File: src/rtl/cpu_bus_initiator_pkg.sv
// cpu_bus_initiator_pkg: shared states, default timing and counter sizing
package cpu_bus_initiator_pkg;
  typedef enum logic [2:0] {IDLE, SETUP, STROBE, HOLD, RESP} state_t;
  localparam int DEF_SETUP = 1;
  localparam int DEF_STROBE = 2;
  localparam int DEF_HOLD = 1;
  function automatic int cnt_width(input int s, input int st, input int h);
    int m;
    m = s > st ? s : st;
    m = m > h ? m : h;
    return $clog2(m + 1);
  endfunction
  localparam int CNT_W = cnt_width(DEF_SETUP, DEF_STROBE, DEF_HOLD);
endpackage

File: src/rtl/bus_phase_timer.sv
// bus_phase_timer: loadable down-counter flagging the last cycle of a phase
module bus_phase_timer #(
  parameter int W = 2
) (
  input  logic         clk,
  input  logic         rst,
  input  logic         load,
  input  logic [W-1:0] value,
  output logic         done
);
  logic [W-1:0] count;
  // load on phase entry, then count down to zero and rest there
  always_ff @(posedge clk or posedge rst)
    if (rst) count <= '0;
    else if (load) count <= value;
    else if (count != '0) count <= count - 1'b1;
  assign done = count == '0;
endmodule

File: src/rtl/cpu_bus_initiator.sv
// cpu_bus_initiator: turns valid/ready commands into fixed-phase CPU bus cycles
module cpu_bus_initiator
  import cpu_bus_initiator_pkg::*;
#(
  parameter int SETUP_CYCLES = DEF_SETUP,
  parameter int STROBE_CYCLES = DEF_STROBE,
  parameter int HOLD_CYCLES = DEF_HOLD
) (
  input  logic        clk_12_5875,
  input  logic        rst,
  input  logic        cmd_valid,
  output logic        cmd_ready,
  input  logic        cmd_write,
  input  logic [15:0] cmd_address,
  input  logic [7:0]  cmd_wdata,
  output logic        rsp_valid,
  input  logic        rsp_ready,
  output logic [7:0]  rsp_rdata,
  output logic        rsp_fpga,
  output logic [15:0] cpu_address,
  output logic [7:0]  data_in,
  output logic        data_oe,
  output logic        write_enable_B,
  input  logic [7:0]  bus_rdata,
  input  logic        bus_data_enable,
  output logic        busy
);
  localparam int W = cnt_width(SETUP_CYCLES, STROBE_CYCLES, HOLD_CYCLES);
  if (SETUP_CYCLES < 1 || STROBE_CYCLES < 1 || HOLD_CYCLES < 1) begin : g_bad_timing
    $error("cpu_bus_initiator: every phase must last at least one cycle");
  end
  state_t state, next;
  logic op_write, accept, load, done, next_write;
  logic [W-1:0] load_value;
  assign accept = cmd_valid && cmd_ready;
  assign next_write = accept ? cmd_write : op_write;
  bus_phase_timer #(.W(W)) timer (
    .clk(clk_12_5875),
    .rst(rst),
    .load(load),
    .value(load_value),
    .done(done)
  );
  // phase sequencing; the timer is reloaded with the new phase length on every entry
  always_comb begin
    next = state;
    load = 1'b0;
    load_value = '0;
    case (state)
      IDLE: if (accept) begin
        next = SETUP;
        load = 1'b1;
        load_value = W'(SETUP_CYCLES - 1);
      end
      SETUP: if (done) begin
        next = STROBE;
        load = 1'b1;
        load_value = W'(STROBE_CYCLES - 1);
      end
      STROBE: if (done) begin
        next = HOLD;
        load = 1'b1;
        load_value = W'(HOLD_CYCLES - 1);
      end
      HOLD: next = done ? RESP : HOLD;
      RESP: next = rsp_ready ? IDLE : RESP;
      default: next = IDLE;
    endcase
  end
  // state, command latch and read capture on the final strobe cycle
  always_ff @(posedge clk_12_5875 or posedge rst)
    if (rst) begin
      state <= IDLE;
      op_write <= 1'b0;
      cpu_address <= '0;
      data_in <= '0;
      rsp_rdata <= '0;
      rsp_fpga <= 1'b0;
    end else begin
      state <= next;
      if (accept) begin
        op_write <= cmd_write;
        cpu_address <= cmd_address;
        data_in <= cmd_wdata;
        rsp_rdata <= '0;
        rsp_fpga <= 1'b0;
      end
      if (state == STROBE && done && !op_write) begin
        rsp_rdata <= bus_rdata;
        rsp_fpga <= bus_data_enable;
      end
    end
  // bus and handshake outputs registered from the upcoming state
  always_ff @(posedge clk_12_5875 or posedge rst)
    if (rst) begin
      data_oe <= 1'b0;
      write_enable_B <= 1'b1;
      rsp_valid <= 1'b0;
      busy <= 1'b0;
      cmd_ready <= 1'b1;
    end else begin
      data_oe <= next_write && (next == SETUP || next == STROBE || next == HOLD);
      write_enable_B <= !(next_write && next == STROBE);
      rsp_valid <= next == RESP;
      busy <= next != IDLE;
      cmd_ready <= next == IDLE;
    end
endmodule

File: config.mk
export PLATFORM = sky130hd
export DESIGN_NAME = cpu_bus_initiator
export DESIGN_NICKNAME = d
export VERILOG_FILES = /design/src/rtl/cpu_bus_initiator_pkg.sv /design/src/rtl/bus_phase_timer.sv /design/src/rtl/cpu_bus_initiator.sv
export SDC_FILE = /design/constraint.sdc
export NUM_CORES = 1
export LEC_CHECK = 0
export CAP_MARGIN = 10
export CORE_ASPECT_RATIO = 0.8
export CORE_MARGIN = 10
export CORE_UTILIZATION = 45
export DETAILED_ROUTE_END_ITERATION = 16
export PLACE_DENSITY = 0.8
export SYNTH_ARGS = -nofsm -noshare
export SYNTH_HDL_FRONTEND = slang
export SYNTH_SLANG_ARGS = --single-unit
File: constraint.sdc
create_clock -name clk_12_5875 -period 2.55 [get_ports clk_12_5875]
set_input_delay 0.255 -clock clk_12_5875 [delete_from_list [all_inputs] [get_ports clk_12_5875]]
set_output_delay 0.255 -clock clk_12_5875 [all_outputs]
set_load 0.01 [all_outputs]
==> reports/metrics.yaml <==
global_route:
  antenna_found_initial: 0
  track_usage_pct: 13.6
  grt-ovfl-total: 0
  grt_start_max_net_pins: 45
  grt_pass1_wl_mm: 7.69
  grt_pass1_vias: 1451
placement:
  portBuffers: 75
  place_area_sq_mm: 0.00262
  place_congestion: 0.816
  numPlacedInstances: 263
  place_hpwl_mm: 3.58
sta:
  slew_viol_final: 0
  max_freq_mhz: 601
  worstMarginPinSlew_ns: 0.558
  rsz0062_at_grt: "no"
  finalCritPeriodShare_pct: 65.3
  fin_tns_setup_ns: 0
  timing.final.crit_period_ns: 1.66
  skew_ns: 0.00709
  holdWs_ns: 0.409
  hold_viol_final: 0
  relSlewSlack_pct: 62.8
  setup_viol: 0
floorplanning:
  core-area_sq_mm: 0.00385
  start_util_pct: 47.5
  die_w_microns: 91.3
  die_y_microns: 77.0
  io_pins: 76
  die-area_sq_mm: 0.00703
  row_count: 20
logic_synthesis:
  ys_types: 30
  syn_area_sq_mm: 0.00183
  ys.warnings.count: 0
  ys_seq_elements: 44
  seq_area_frac_synth_pct: 60.3
  syn_nets: 177
  syn_area_per_cell_sq_um: 13.3
  synth_cells: 138
finish:
  stdcell_area_sq_mm: 0.00273
  antenna_cells: 0
  drive_above_1_share_pct: 18.1
  num-nets-final: 254
  areaGrowthSynthToFinish_pct: 48.9
  fillers: 282
  fin_cells: 271
routing:
  vias: 1311
  via_per_inst: 4.84
  wl_mm: 4.65
  antenna_violating_nets_post_route: 0
  firstDrtPassIters: 3
  drc: 0
  drtIter0Drc: 44
  wire_per_inst_microns: 17.2
worst_hold_path:
  hold_path.class: "in2async"
clock_network:
  clk_path_buf_depth: 2
  cts_buffers: 5
  clkSinkCount: 44
  clk-insertion-delay-late_ns: 0.29
  clk_pin_slew_worst_paths_ns: 0.08
  cts_setup_buffers: 0
  cts_resized: 0
  cts-root-buf: "clkbuf_8"
  cts_tree: "done"
  cts_hold_buf: 0
  htree_levels: 2
setup_path:
  startpoint_type: "register"
  slowest_delay_ns: 0.37
  path_buf_inv: 2
  crit_path_cell_trace: "inv_1 -> ha_1 -> nand2_1 -> nor4_2 -> buf_4 -> mux2i_1"
  startpoint: "timer.count[0]"
  worstPathArrival_ns: 1.89
  crit_path_end_kind: "register"
  crit_required_ns: 2.77
  path_class: "reg2reg"
  crit_fanout: 9
  crit_slowest_cell: "dfrtp_1"
  reg2reg_from: "timer.count[0]"
  crit_family: "flip-flops"
power:
  finalPower_uw: 3290
  p_per_area_mw_per_mm2: 1210
  p_leak_uw: 0.00117
  ir_worst_vdd_mv: 0.846
job:
  max-cap-violations: 0
run_status:
  status: "completed"
[sequential cells by signal, summed over array words and instances, names as in the netlist]
signal / count
rsp_rdata: 8
data_oe: 1
data_in: 8
busy: 1
write_enable_B: 1
rsp_valid: 1
state: 3
cpu_address: 16
cmd_ready: 1
timer.count: 2
op_write: 1
rsp_fpga: 1
[per-stage QoR]
stage,setup WS (ns),utilization [%]
5_1_grt,0.740,70.7
2_1_floorplan,1.14,-
4_1_cts,0.872,70.7
3_3_place_gp,0.844,68.0
3_5_place_dp,0.773,68.0
6_report,0.886,70.7
[routing by layer]
metal | vias up | track usage (%) | share of wire [%]
met4 | 0 | 5.16 | 1.4
met5 | - | 0 | 0
met3 | 6 | 5.54 | 7.1
met1 | 638 | 15.8 | 43
met2 | 52 | 21.9 | 48
li1 | 615 | - | -
[where the power goes]
part | leakage [uW] | switching, uW | internal, uW
clock network | 0.0000552 | 224 | 291
logic | 0.000581 | 597 | 907
registers | 0.000536 | 221 | 1050
total | 0.00117 | 1040 | 2250
[tightest hold or removal path, cell delays in order]
cell	delay, ns
clkdlybuf4s50_1	0.41
clkinv_1	0.05
buf_4	0.45
[cells in the mapped netlist]
master | count | share of area, %
mux2i_1 | 12 | 6.6
buf_6 | 1 | 0.62
a2bb2oi_1 | 1 | 0.48
dfrtp_1 | 42 | 57
or3_4 | 1 | 0.62
a21oi_1 | 1 | 0.27
nand3b_1 | 1 | 0.41
or3_1 | 1 | 0.34
o21ai_0 | 1 | 0.27
xor2_1 | 1 | 0.48
buf_2 | 4 | 1.1
dfstp_2 | 2 | 2.9
o211a_1 | 1 | 0.55
buf_4 | 3 | 1.2
nor2_1 | 3 | 0.62
mux2_2 | 24 | 15
mux2_4 | 1 | 0.82
inv_1 | 13 | 2.7
o311a_1 | 1 | 0.55
o22ai_1 | 1 | 0.34
nor4_2 | 1 | 0.68
and2_1 | 1 | 0.34
and4b_1 | 1 | 0.55
o21a_1 | 2 | 0.82
nand2_1 | 13 | 2.7
a211oi_1 | 1 | 0.41
nand2b_1 | 1 | 0.34
ha_1 | 1 | 0.68
nand3_1 | 1 | 0.27
o21ai_1 | 1 | 0.27
[final timing paths]
| check | cells past startpoint | endpoint | slack [ns] |
|---|---|---|---|
| worst max-delay path | 6 | rsp_rdata[7] | 0.89 |
| worst min-delay path | 3 | rsp_rdata[7] | 0.41 |
| worst max register to register | 6 | rsp_rdata[7] | 0.89 |
| worst min register to register | 1 | data_in[4] | 0.51 |
| max in group asynchronous | 3 | write_enable_B | 1.75 |
| min in group clk_12_5875 | 3 | rsp_rdata[0] | 0.50 |
[cells in the final DEF, fill, tap and decap left out, types with 2 or more instances in the layout]
master           count
clkdlybuf4s50_1     75
o21a_1               2
buf_4                3
mux2i_1             12
mux2_2              24
clkbuf_8             5
dfrtp_1             42
nor2_1               3
inv_1               12
nand2_1             13
dfstp_2              2
[cells by family (layout without fill, tap and decap cells)]
group,Yosys count,after routing,synth area share (%)
flops,44,44,60.3
compound gates,10,10,3.96
xor+xnor,1,1,0.479
mux,37,37,22.1
fa+ha+maj,1,1,0.683
buf+inv,21,99,5.61
simple gates,24,24,6.84
[area by class of cell]
class	count	area (sq um)	share of cell area (%)
flip-flops and latches	44	1100	40.5
clock inverters	2	35.0	1.28
multi-input cells	73	624	22.9
well taps	55	68.8	2.52
inverters	13	48.8	1.79
clock buffers	6	72.6	2.66
repair buffers	78	773	28.4
Note: power is estimated with default switching activity, not from simulation.
